===== config.mk =====
export PLATFORM = sky130hd
export DESIGN_NAME = gru_update_sequencer_flat
export DESIGN_NICKNAME = d
export VERILOG_FILES = /design/src/rtl/gru_pkg.sv /design/src/rtl/gru_update_sequencer_if.sv /design/src/rtl/gru_one_minus.sv /design/src/rtl/gru_update_sequencer.sv /design/src/flat_wrapper.sv
export SDC_FILE = /design/constraint.sdc
export NUM_CORES = 1
export LEC_CHECK = 0
export ABC_CLOCK_PERIOD_IN_PS = 9960
export CELL_PAD_IN_SITES_DETAIL_PLACEMENT = 0
export CELL_PAD_IN_SITES_GLOBAL_PLACEMENT = 1
export CORE_MARGIN = 3
export CORE_UTILIZATION = 45
export CTS_CLUSTER_DIAMETER = 30
export CTS_CLUSTER_SIZE = 10
export DETAILED_ROUTE_END_ITERATION = 12
export PLACE_DENSITY = 0.93
export SETUP_SLACK_MARGIN = 0.4
export SLEW_MARGIN = 5
export SYNTH_ARGS = -nofsm -noshare
export SYNTH_HDL_FRONTEND = slang
export SYNTH_SLANG_ARGS = --single-unit

===== constraint.sdc =====
create_clock -name clk -period 9.96 [get_ports clk]
set_clock_uncertainty 0.1 [all_clocks]
set_input_delay 2.988 -clock clk [delete_from_list [all_inputs] [get_ports clk]]
set_output_delay 2.988 -clock clk [all_outputs]
set_load 0.01 [all_outputs]

===== src/rtl/gru_pkg.sv =====
// gru_pkg: shared constants, saturation helpers and FSM states for the GRU update sequencer
package gru_pkg;
   localparam int DEF_DATA_WIDTH = 8;
   localparam int DEF_FRAC_BITS = 4;
   function automatic int one_of(int fb);
      return 1 << fb;
   endfunction
   function automatic int sat_max(int dw);
      return (1 << (dw - 1)) - 1;
   endfunction
   function automatic int sat_min(int dw);
      return -(1 << (dw - 1));
   endfunction
   localparam int ONE = one_of(DEF_FRAC_BITS);
   localparam int SAT_MAX = sat_max(DEF_DATA_WIDTH);
   localparam int SAT_MIN = sat_min(DEF_DATA_WIDTH);
   typedef enum logic [2:0] {IDLE, READ, MUL1, MUL2, WRITE, FIN} state_t;
endpackage


===== src/rtl/gru_update_sequencer_if.sv =====
// gru_update_sequencer_if: host handshake plus gate/candidate read port and hidden-state write port
interface gru_update_sequencer_if #(
   parameter int DATA_WIDTH = 8,
   parameter int ADDR_WIDTH = 4
);
   logic                  start, busy, done;
   logic                  rd_en, wr_en;
   logic [ADDR_WIDTH-1:0] rd_addr, wr_addr;
   logic [DATA_WIDTH-1:0] z_in, hprev_in, hcand_in, wr_data;
   modport master (
      input  start, z_in, hprev_in, hcand_in,
      output busy, done, rd_en, rd_addr, wr_en, wr_addr, wr_data
   );
   modport slave (
      output start, z_in, hprev_in, hcand_in,
      input  busy, done, rd_en, rd_addr, wr_en, wr_addr, wr_data
   );
endinterface


===== src/rtl/gru_one_minus.sv =====
// gru_one_minus: clamps the gate to ONE and returns both the clamped gate and ONE minus it
module gru_one_minus
   import gru_pkg::*;
#(
   parameter int DATA_WIDTH = 8,
   parameter int FRAC_BITS = 4
) (
   input  logic [DATA_WIDTH-1:0] z,
   output logic [DATA_WIDTH-1:0] zc,
   output logic [DATA_WIDTH-1:0] omz
);
   localparam logic [DATA_WIDTH-1:0] ONE_W = DATA_WIDTH'(one_of(FRAC_BITS));
   always_comb begin
      zc = (z > ONE_W) ? ONE_W : z;
      omz = ONE_W - zc;
   end
endmodule


===== src/rtl/gru_update_sequencer.sv =====
// gru_update_sequencer: h_new = (1-z)*h_prev + z*h_cand per element, one shared multiplier, 4 cycles/element
module gru_update_sequencer
   import gru_pkg::*;
#(
   parameter int DATA_WIDTH = 8,
   parameter int FRAC_BITS = 4,
   parameter int N_ELEM = 16,
   parameter int ADDR_WIDTH = 4
) (
   input logic clk,
   input logic rst_n,
   gru_update_sequencer_if.master bus
);
   localparam logic [ADDR_WIDTH-1:0] LAST = ADDR_WIDTH'(N_ELEM - 1);
   localparam int SMAX = sat_max(DATA_WIDTH);
   localparam int SMIN = sat_min(DATA_WIDTH);
   state_t state, nxt;
   logic [ADDR_WIDTH-1:0] idx;
   logic [DATA_WIDTH-1:0] zr, hcr, zc, omz, wdata, sat;
   logic signed [DATA_WIDTH:0] op_a;
   logic signed [DATA_WIDTH-1:0] op_b;
   logic signed [2*DATA_WIDTH:0] prod, prod_a;
   logic signed [2*DATA_WIDTH+1:0] sum, res;
   gru_one_minus #(.DATA_WIDTH(DATA_WIDTH), .FRAC_BITS(FRAC_BITS)) u_om (
      .z  (state == MUL1 ? bus.z_in : zr),
      .zc (zc),
      .omz(omz)
   );
   // MUL1 forms (1-z)*h_prev from live inputs; MUL2 reuses the multiplier for z*h_cand
   always_comb begin
      op_a = (state == MUL1) ? $signed({1'b0, omz}) : $signed({1'b0, zc});
      op_b = (state == MUL1) ? $signed(bus.hprev_in) : $signed(hcr);
      prod = op_a * op_b;
      sum = prod_a + prod;
      res = sum >>> FRAC_BITS;
      sat = (res > SMAX) ? DATA_WIDTH'(SMAX) : (res < SMIN) ? DATA_WIDTH'(SMIN) : res[DATA_WIDTH-1:0];
   end
   always_ff @(posedge clk or negedge rst_n) begin
      if (!rst_n) begin
         state <= IDLE;
         idx <= '0;
         zr <= '0;
         hcr <= '0;
         prod_a <= '0;
         wdata <= '0;
      end else begin
         state <= nxt;
         if (state == IDLE && bus.start) idx <= '0;
         if (state == WRITE && idx != LAST) idx <= idx + 1'b1;
         if (state == MUL1) begin
            zr <= zc;
            hcr <= bus.hcand_in;
            prod_a <= prod;
         end
         if (state == MUL2) wdata <= sat;
      end
   end
   always_comb begin
      nxt = state;
      case (state)
         IDLE:    nxt = bus.start ? READ : IDLE;
         READ:    nxt = MUL1;
         MUL1:    nxt = MUL2;
         MUL2:    nxt = WRITE;
         WRITE:   nxt = (idx == LAST) ? FIN : READ;
         default: nxt = IDLE;
      endcase
      bus.busy = (state != IDLE) && (state != FIN);
      bus.done = (state == FIN);
      bus.rd_en = (state == READ);
      bus.wr_en = (state == WRITE);
      bus.rd_addr = idx;
      bus.wr_addr = idx;
      bus.wr_data = wdata;
   end
endmodule


===== src/flat_wrapper.sv =====
// flat-port wrapper written by rule: the top's interface ports become plain ports
module gru_update_sequencer_flat import gru_pkg::*;
#(
   parameter int DATA_WIDTH = 8,
   parameter int FRAC_BITS = 4,
   parameter int N_ELEM = 16,
   parameter int ADDR_WIDTH = 4
)
  (clk, rst_n, bus_start, bus_z_in, bus_hprev_in, bus_hcand_in, bus_busy, bus_done, bus_rd_en, bus_rd_addr, bus_wr_en, bus_wr_addr, bus_wr_data);
  gru_update_sequencer_if #(.DATA_WIDTH(DATA_WIDTH), .ADDR_WIDTH(ADDR_WIDTH)) bus_i ();
  input logic clk;
  input logic rst_n;
  input wire logic [$bits(bus_i.start)-1:0] bus_start;
  input wire logic [$bits(bus_i.z_in)-1:0] bus_z_in;
  input wire logic [$bits(bus_i.hprev_in)-1:0] bus_hprev_in;
  input wire logic [$bits(bus_i.hcand_in)-1:0] bus_hcand_in;
  output wire logic [$bits(bus_i.busy)-1:0] bus_busy;
  output wire logic [$bits(bus_i.done)-1:0] bus_done;
  output wire logic [$bits(bus_i.rd_en)-1:0] bus_rd_en;
  output wire logic [$bits(bus_i.rd_addr)-1:0] bus_rd_addr;
  output wire logic [$bits(bus_i.wr_en)-1:0] bus_wr_en;
  output wire logic [$bits(bus_i.wr_addr)-1:0] bus_wr_addr;
  output wire logic [$bits(bus_i.wr_data)-1:0] bus_wr_data;
  assign bus_i.start = bus_start;
  assign bus_i.z_in = bus_z_in;
  assign bus_i.hprev_in = bus_hprev_in;
  assign bus_i.hcand_in = bus_hcand_in;
  assign bus_busy = bus_i.busy;
  assign bus_done = bus_i.done;
  assign bus_rd_en = bus_i.rd_en;
  assign bus_rd_addr = bus_i.rd_addr;
  assign bus_wr_en = bus_i.wr_en;
  assign bus_wr_addr = bus_i.wr_addr;
  assign bus_wr_data = bus_i.wr_data;
  gru_update_sequencer #(.DATA_WIDTH(DATA_WIDTH), .FRAC_BITS(FRAC_BITS), .N_ELEM(N_ELEM), .ADDR_WIDTH(ADDR_WIDTH)) u_core (.clk(clk), .rst_n(rst_n), .bus(bus_i));
endmodule

# [Word level (Yosys, flattened, before mapping)]
# Cells that the tools add are included.
[word_totals] regBits=48 out_inout_bits=20 elab_cells=38
[op_classes] addsub=3 n_mul=1 n_lt_le_gt_ge=3 n_eq_ne=8 mux=11 n_reduce_logical=6
[op_table] cell="two-way mux 8 bit" n=6
[op_table] cell="adder 17 x 17 -> 18 bit" n=1
[op_table] cell="multiplier 9 x 8 -> 17 bit" n=1
[op_table] cell="case mux 3 bit (5 select lines)" n=1
[op_table] cell="greater-than comparator 14 x 8 -> 1 bit (second input constant)" n=1
[op_table] cell="less-than comparator 14 x 8 -> 1 bit (second input constant)" n=1
[op_table] cell="greater-than comparator 8 x 5 -> 1 bit (second input constant)" n=1
[op_table] cell="two-way mux 4 bit" n=2
[op_table] cell="subtractor 5 x 8 -> 8 bit (first input constant)" n=1
[op_table] cell="equality test 3 x 2 -> 1 bit (second input constant)" n=2
[op_table] cell="equality test 3 bit (second input constant)" n=2
[op_table] cell="adder 4 x 1 -> 4 bit (second input constant)" n=1
[op_table] cell="equality test 4 bit (second input constant)" n=1
[op_table] cell="!= test 4 bit (second input constant)" n=1
[op_table] cell="equality test 3 x 1 -> 1 bit (second input constant)" n=1
[op_table] cell="logical AND 1 bit" n=3
[op_table] cell="logical NOT 3 bit" n=1
[op_table] cell="two-way mux 3 bit" n=1
[op_table] cell="!= test 3 bit (second input constant)" n=1
[op_table] cell="nonzero test 3 bit" n=1
[op_table] cell="nonzero test 2 bit" n=1
[op_table] cell="two-way mux 1 bit" n=1

# [Logic depth before layout (Yosys ltp)]
[depth] word_depth=11 depth_mapped=39 depth_no_buf=36

# [By module]
# From an unflattened synthesis, not the netlist that was laid out.
[hier_totals] hier_cells=632 hier_area_um2=5261.3
[modules_own_cells] module="gru_update_sequencer" instances=1 cells_per_inst=608 area_per_inst_um2=5099.9
[modules_own_cells] module="gru_one_minus" instances=1 cells_per_inst=24 area_per_inst_um2=161.4

# [Least setup slack after synthesis]
# No wires, ideal clock.
[synth_timing] path_kind="in2reg" from="input port bus_z_in[7]" to="register u_core.wdata[0], in the netlist u_core.bus.wr_data[0]" setup_time_ps=141 arrival_time_ps=10383 required_time_ps=9719 slack_ps=-664 cell_stages=33 n_path_buf=1 cell_sequence="nor4_2 > a2bb2oi_1 > nor2_1 > inv_1 > ha_1 > xor2_1 > a22oi_1 > or2_2 > fa_1 > fa_1 > inv_1 > ha_1 > inv_1 > fa_1 > inv_1 > fa_1 > a21o_1 > a21oi_1 > o21bai_1 > a21o_1 > a21oi_1 > o21bai_1 > xor2_1 > ha_1 > clkbuf_1 > and3_1 > a221oi_1 > o21ai_0 > a2111o_1 > nand2_1 > inv_1 > o31ai_4 > a31oi_1"
[synth_via] elab_chain_len=10 word_cells_on_any_way=11 classes_between="2 x add/sub; 1 x mul; 3 x order compare; 5 x mux"
[synth_rtl] item="start: declaration" line="flat_wrapper.sv:14" text="input wire logic [$bits(bus_i.z_in)-1:0] bus_z_in;"
[synth_rtl] item="two-way mux 8 bit *" line="gru_update_sequencer.sv:25" text=".z (state == MUL1 ? bus.z_in : zr),"
[synth_rtl] item="greater-than comparator 8 x 5 -> 1 bit" line="gru_one_minus.sv:14" text="zc = (z > ONE_W) ? ONE_W : z;"
[synth_rtl] item="two-way mux 8 bit *" line="gru_one_minus.sv:14"
[synth_rtl] item="subtractor 5 x 8 -> 8 bit" line="gru_one_minus.sv:15" text="omz = ONE_W - zc;"
[synth_rtl] item="two-way mux 8 bit *" line="gru_update_sequencer.sv:31" text="op_a = (state == MUL1) ? $signed({1'b0, omz}) : $signed({1'b0, zc});"
[synth_rtl] item="multiplier 9 x 8 -> 17 bit *" line="gru_update_sequencer.sv:33" text="prod = op_a * op_b;"
[synth_rtl] item="via u_core.prod[12]" line="gru_update_sequencer.sv:22" text="logic signed [2*DATA_WIDTH:0] prod, prod_a;"
[synth_rtl] item="adder 17 x 17 -> 18 bit *" line="gru_update_sequencer.sv:34" text="sum = prod_a + prod;"
[synth_rtl] item="less-than comparator 14 x 8 -> 1 bit" line="gru_update_sequencer.sv:36" text="sat = (res > SMAX) ? DATA_WIDTH'(SMAX) : (res < SMIN) ? DATA_WIDTH'(SMIN) : res[DATA_WIDTH-1:0];"
[synth_rtl] item="two-way mux 8 bit" line="gru_update_sequencer.sv:36"
[synth_rtl] item="two-way mux 8 bit *" line="gru_update_sequencer.sv:36"
[synth_rtl] item="end signal: assignment" line="gru_update_sequencer.sv:55" text="if (state == MUL2) wdata <= sat;"
[synth_rtl] item="end: declaration" line="gru_update_sequencer.sv:19" text="logic [DATA_WIDTH-1:0] zr, hcr, zc, omz, wdata, sat;"
# The timed path passes the listed nets; every way through them passes the cells marked *.
# A chain may end at the register's enable or synchronous reset.

# [Final worst setup path]
[layout_timing] from="input port bus_z_in[5]" to="register u_core.wdata[4], in the netlist u_core.bus.wr_data[4]"
# The elaborated chain is that of the path after synthesis.

==> flow_metrics.py <==
metrics = {
    "yosys": {
        "synth_area_um2": 5230,
        "syn_inst": 609,
        "seq_area_frac_synth_pct": 23.0,
        "ys_warn_count": 0,
        "synth.distinct_cells": 66,
        "synth_fa_ha_area_share_pct": 28.8,
        "synth_mux_area_share_pct": 1.25,
        "synth_compound_area_share_pct": 14.9,
        "synth_flop_cell": "dfrtp_1",
        "synth-edff-count": 0,
        "synth_seq_cells": 48,
        "synthXorXnorAreaFrac_pct": 3.69,
        "syn_area_per_cell_um2": 8.58,
        "synthArstFlopShare_pct": 100,
        "synth_top_family_by_area": "adder cells",
        "synth_simple_gate_area_share_pct": 21.1,
    },
    "detailed_routing": {
        "drt_pre_antenna_iters": 4,
        "drc": 0,
        "antenna_left": 0,
        "via_per_inst": 5.24,
        "wl_per_cell_um": 14.2,
        "first_iter_violations": 201,
        "vias": 4627,
        "totalWireLength_um": 12500,
    },
    "critical_path": {
        "r2r_slack_ps": 1470,
        "ff2ff_path_depth": 34,
        "crit_path_start_kind": "primary input",
        "crit_top_cell": "a21oi_2",
        "crit_arrival_ps": 10080,
        "crit_fanout": 7,
        "cp.required_ps": 10040,
        "cp_slowest_stage_delay_ps": 550,
        "worstSetupStartpoint": "bus_z_in[5]",
        "worstSetupEndpoint": "u_core.bus.wr_data[4]$_DFFE_PN0P_",
        "r2r_end": "u_core.bus.wr_data[4]$_DFFE_PN0P_",
        "crit-reg2reg-launch": "u_core.state[2]$_DFF_PN0_",
        "crit_type": "in2reg",
        "cp_slowest_cell": "or4_4",
        "worstSetupEndpointType": "flip-flop",
    },
    "clocking": {
        "clockBufferDepth": 2,
        "cts_made_buffers": 5,
        "h-tree-depth": 2,
        "cts_tree": "done",
        "path_clk_slew_ps": 70,
        "cts_hold_buf": 0,
        "insertion_delay_ps": 310,
        "cts_root_buf": "clkbuf_16",
        "cts_sinks": 48,
    },
    "sta": {
        "setup_violations": 7,
        "relSlewSlack_pct": 51.7,
        "fmax_ghz": 0.100,
        "finalCriticalPeriod_ps": 10000,
        "report.final.slew_viol_count": 0,
        "min_period_over_period_pct": 100,
        "rsz0062_at_grt": "true",
        "timing.final.ws_setup_ps": -40.0,
        "final_hold_viol_count": 0,
        "tightest_slew_ps": 718,
    },
    "finish": {
        "fin_area_um2": 6840,
        "syn_to_final_growth_pct": 30.9,
        "fill_cells": 940,
        "final_layout_size_suffix_gt1_share_pct": 21.5,
        "antenna_cells": 0,
        "fin_util_pct": 61.7,
        "final_nets": 867,
    },
    "global_route": {
        "grt_pass1_vias": 4772,
        "grt_pass1_wl_um": 21600,
        "antenna_found_initial": 0,
        "grt_usage_pct": 20.5,
        "gr-total-overflow": 0,
        "grt_max_degree": 44,
    },
    "min_path": {
        "hold_path.class": "reg2reg",
    },
    "floorplanning": {
        "die_w_um": 114,
        "chipHeight_um": 114,
        "num_rows": 38,
        "core-area_um2": 11100,
        "die_area_um2": 12900,
        "start_util_pct": 47.2,
        "pin_count": 47,
    },
    "placed_design": {
        "pre_cts_ws_ps": -826,
        "gp_congestion": 0.856,
        "dp_hpwl_um": 10000,
        "port_buffers": 46,
        "place_area_um2": 6460,
    },
    "run_status": {
        "status": "finished, violations left",
        "violations": "negative setup slack",
    },
    "flow_run": {
        "cap_violations": 0,
    },
}
## worst max-delay path, delay by kind of cell
family,cells,cell delay [ps]
and+or+nand+nor,4,1130
adders and majority gates,6,2300
xor gates and xnor gates,1,280
AOI/OAI and AO/OA,16,2820
buffers and inverters,6,570
## routing by layer
layer	wire (um)	part of all wire (%)	track usage [%]
met5	0	0	0
met4	180	1.4	5.61
met3	453	3.6	3.82
met2	6540	52	36.2
met1	5330	43	25.7
## cells in the mapped netlist, drive strengths merged (4+ instances only)
cell type	count	share of area, %
xor2	12	2.0
a21o	9	1.3
nor2	62	4.5
xnor2	10	1.7
a21oi	16	1.5
nor2b	4	0.48
a211oi	5	0.72
or2	6	0.72
mux2	4	0.86
clkbuf	10	0.72
o21a	4	0.57
nand3b	4	0.57
o21bai	5	0.72
nand3	13	1.2
and3	9	1.2
a31oi	10	1.2
nand2	88	6.3
dfrtp	48	23
o21ai	20	1.9
fa	37	14
nor3	9	0.86
inv	75	5.4
ha	61	15
o211ai	8	1.2
buf	8	1.1
and2	15	1.8
nand2b	7	0.84
a21boi	6	0.93
## through the flow
| step | hold slack, ps | instances | setup TNS [ps] |
|---|---|---|---|
| floorplan | 326 | 621 | 0 |
| global placement | 340 | 858 | -4710 |
| detailed placement | 349 | 858 | -6110 |
| CTS | 366 | 880 | -355 |
| global route | 403 | 883 | -2920 |
| finish | 361 | 883 | -169 |
## cell type report
cell class,count,area [um^2],area share (%)
Sequential cell,48,1200,17.6
Multi-Input combinational cell,480,3910,57.2
Inverter,75,282,4.12
Clock buffer,5,125,1.83
Timing Repair Buffer,132,1100,16.0
Tap cell,140,175,2.56
Clock inverter,3,47.5,0.695
## layout by cell type (no fill, tap or decap), types with 4 or more instances in the layout
| cell type | synthesis | layout |
|---|---|---|
| conb_1 | 2 | 14 |
| nor2_1 | 62 | 56 |
| nor3_1 | 9 | 8 |
| and2_1 | 15 | 15 |
| xor2_1 | 12 | 10 |
| nor2b_1 | 4 | 4 |
| dfrtp_1 | 48 | 48 |
| nand3b_1 | 4 | 4 |
| o21ai_0 | 20 | 17 |
| mux2_2 | 4 | 4 |
| o211ai_1 | 7 | 7 |
| a21o_1 | 9 | 9 |
| buf_4 | 4 | 86 |
| o21bai_1 | 5 | 4 |
| nand2b_1 | 7 | 7 |
| a31oi_1 | 10 | 10 |
| nand3_1 | 13 | 13 |
| a21oi_1 | 16 | 12 |
| and3_1 | 8 | 7 |
| clkdlybuf4s50_1 | 0 | 37 |
| a21oi_2 | 0 | 4 |
| buf_6 | 1 | 4 |
| xnor2_1 | 10 | 10 |
| clkbuf_16 | 0 | 5 |
| o21a_1 | 4 | 4 |
| a21boi_0 | 5 | 4 |
| inv_2 | 0 | 6 |
| ha_1 | 61 | 57 |
| ha_4 | 0 | 4 |
| inv_1 | 75 | 69 |
| fa_1 | 37 | 34 |
| nand2_1 | 88 | 87 |
| a211oi_1 | 5 | 4 |
## state kept, by name (all words and copies together) (netlist names)
signal / flops
u_core.bus.rd_addr: 4
u_core.zr: 8
u_core.hcr: 8
u_core.prod_a: 17
u_core.bus.wr_data: 8
u_core.state: 3
## kinds of logic after synthesis
group,Yosys count
adders and majority gates,98
AOI/OAI and AO/OA,106
and+or+nand+nor,234
xor gates and xnor gates,22
other,2
muxes,6
DFF,48
buffers and inverters,93
## worst min-delay path by stage
stage / from / to / slack, ps / cells after the start
2_1_floorplan: u_core.hcr[2]$_DFFE_PN0P_ / u_core.hcr[2]$_DFFE_PN0P_ / 330 / 2
3_5_place_dp: u_core.hcr[2]$_DFFE_PN0P_ / u_core.hcr[2]$_DFFE_PN0P_ / 350 / 2
5_1_grt: u_core.hcr[1]$_DFFE_PN0P_ / u_core.hcr[1]$_DFFE_PN0P_ / 400 / 2
6_report: u_core.hcr[1]$_DFFE_PN0P_ / u_core.hcr[1]$_DFFE_PN0P_ / 360 / 2
4_1_cts: u_core.hcr[2]$_DFFE_PN0P_ / u_core.hcr[2]$_DFFE_PN0P_ / 370 / 2
3_3_place_gp: u_core.hcr[7]$_DFFE_PN0P_ / u_core.hcr[7]$_DFFE_PN0P_ / 340 / 2
## what timing repair did
action,4_1_cts,5_1_grt
resized for setup,41,9
setup endpoints to repair,8,8
pin swaps,39,22
setup buffers,14,3
Power is left out: the tool's default activity adds up to more than one toggle a clock period on the data nets, which glitch-free logic cannot reach.
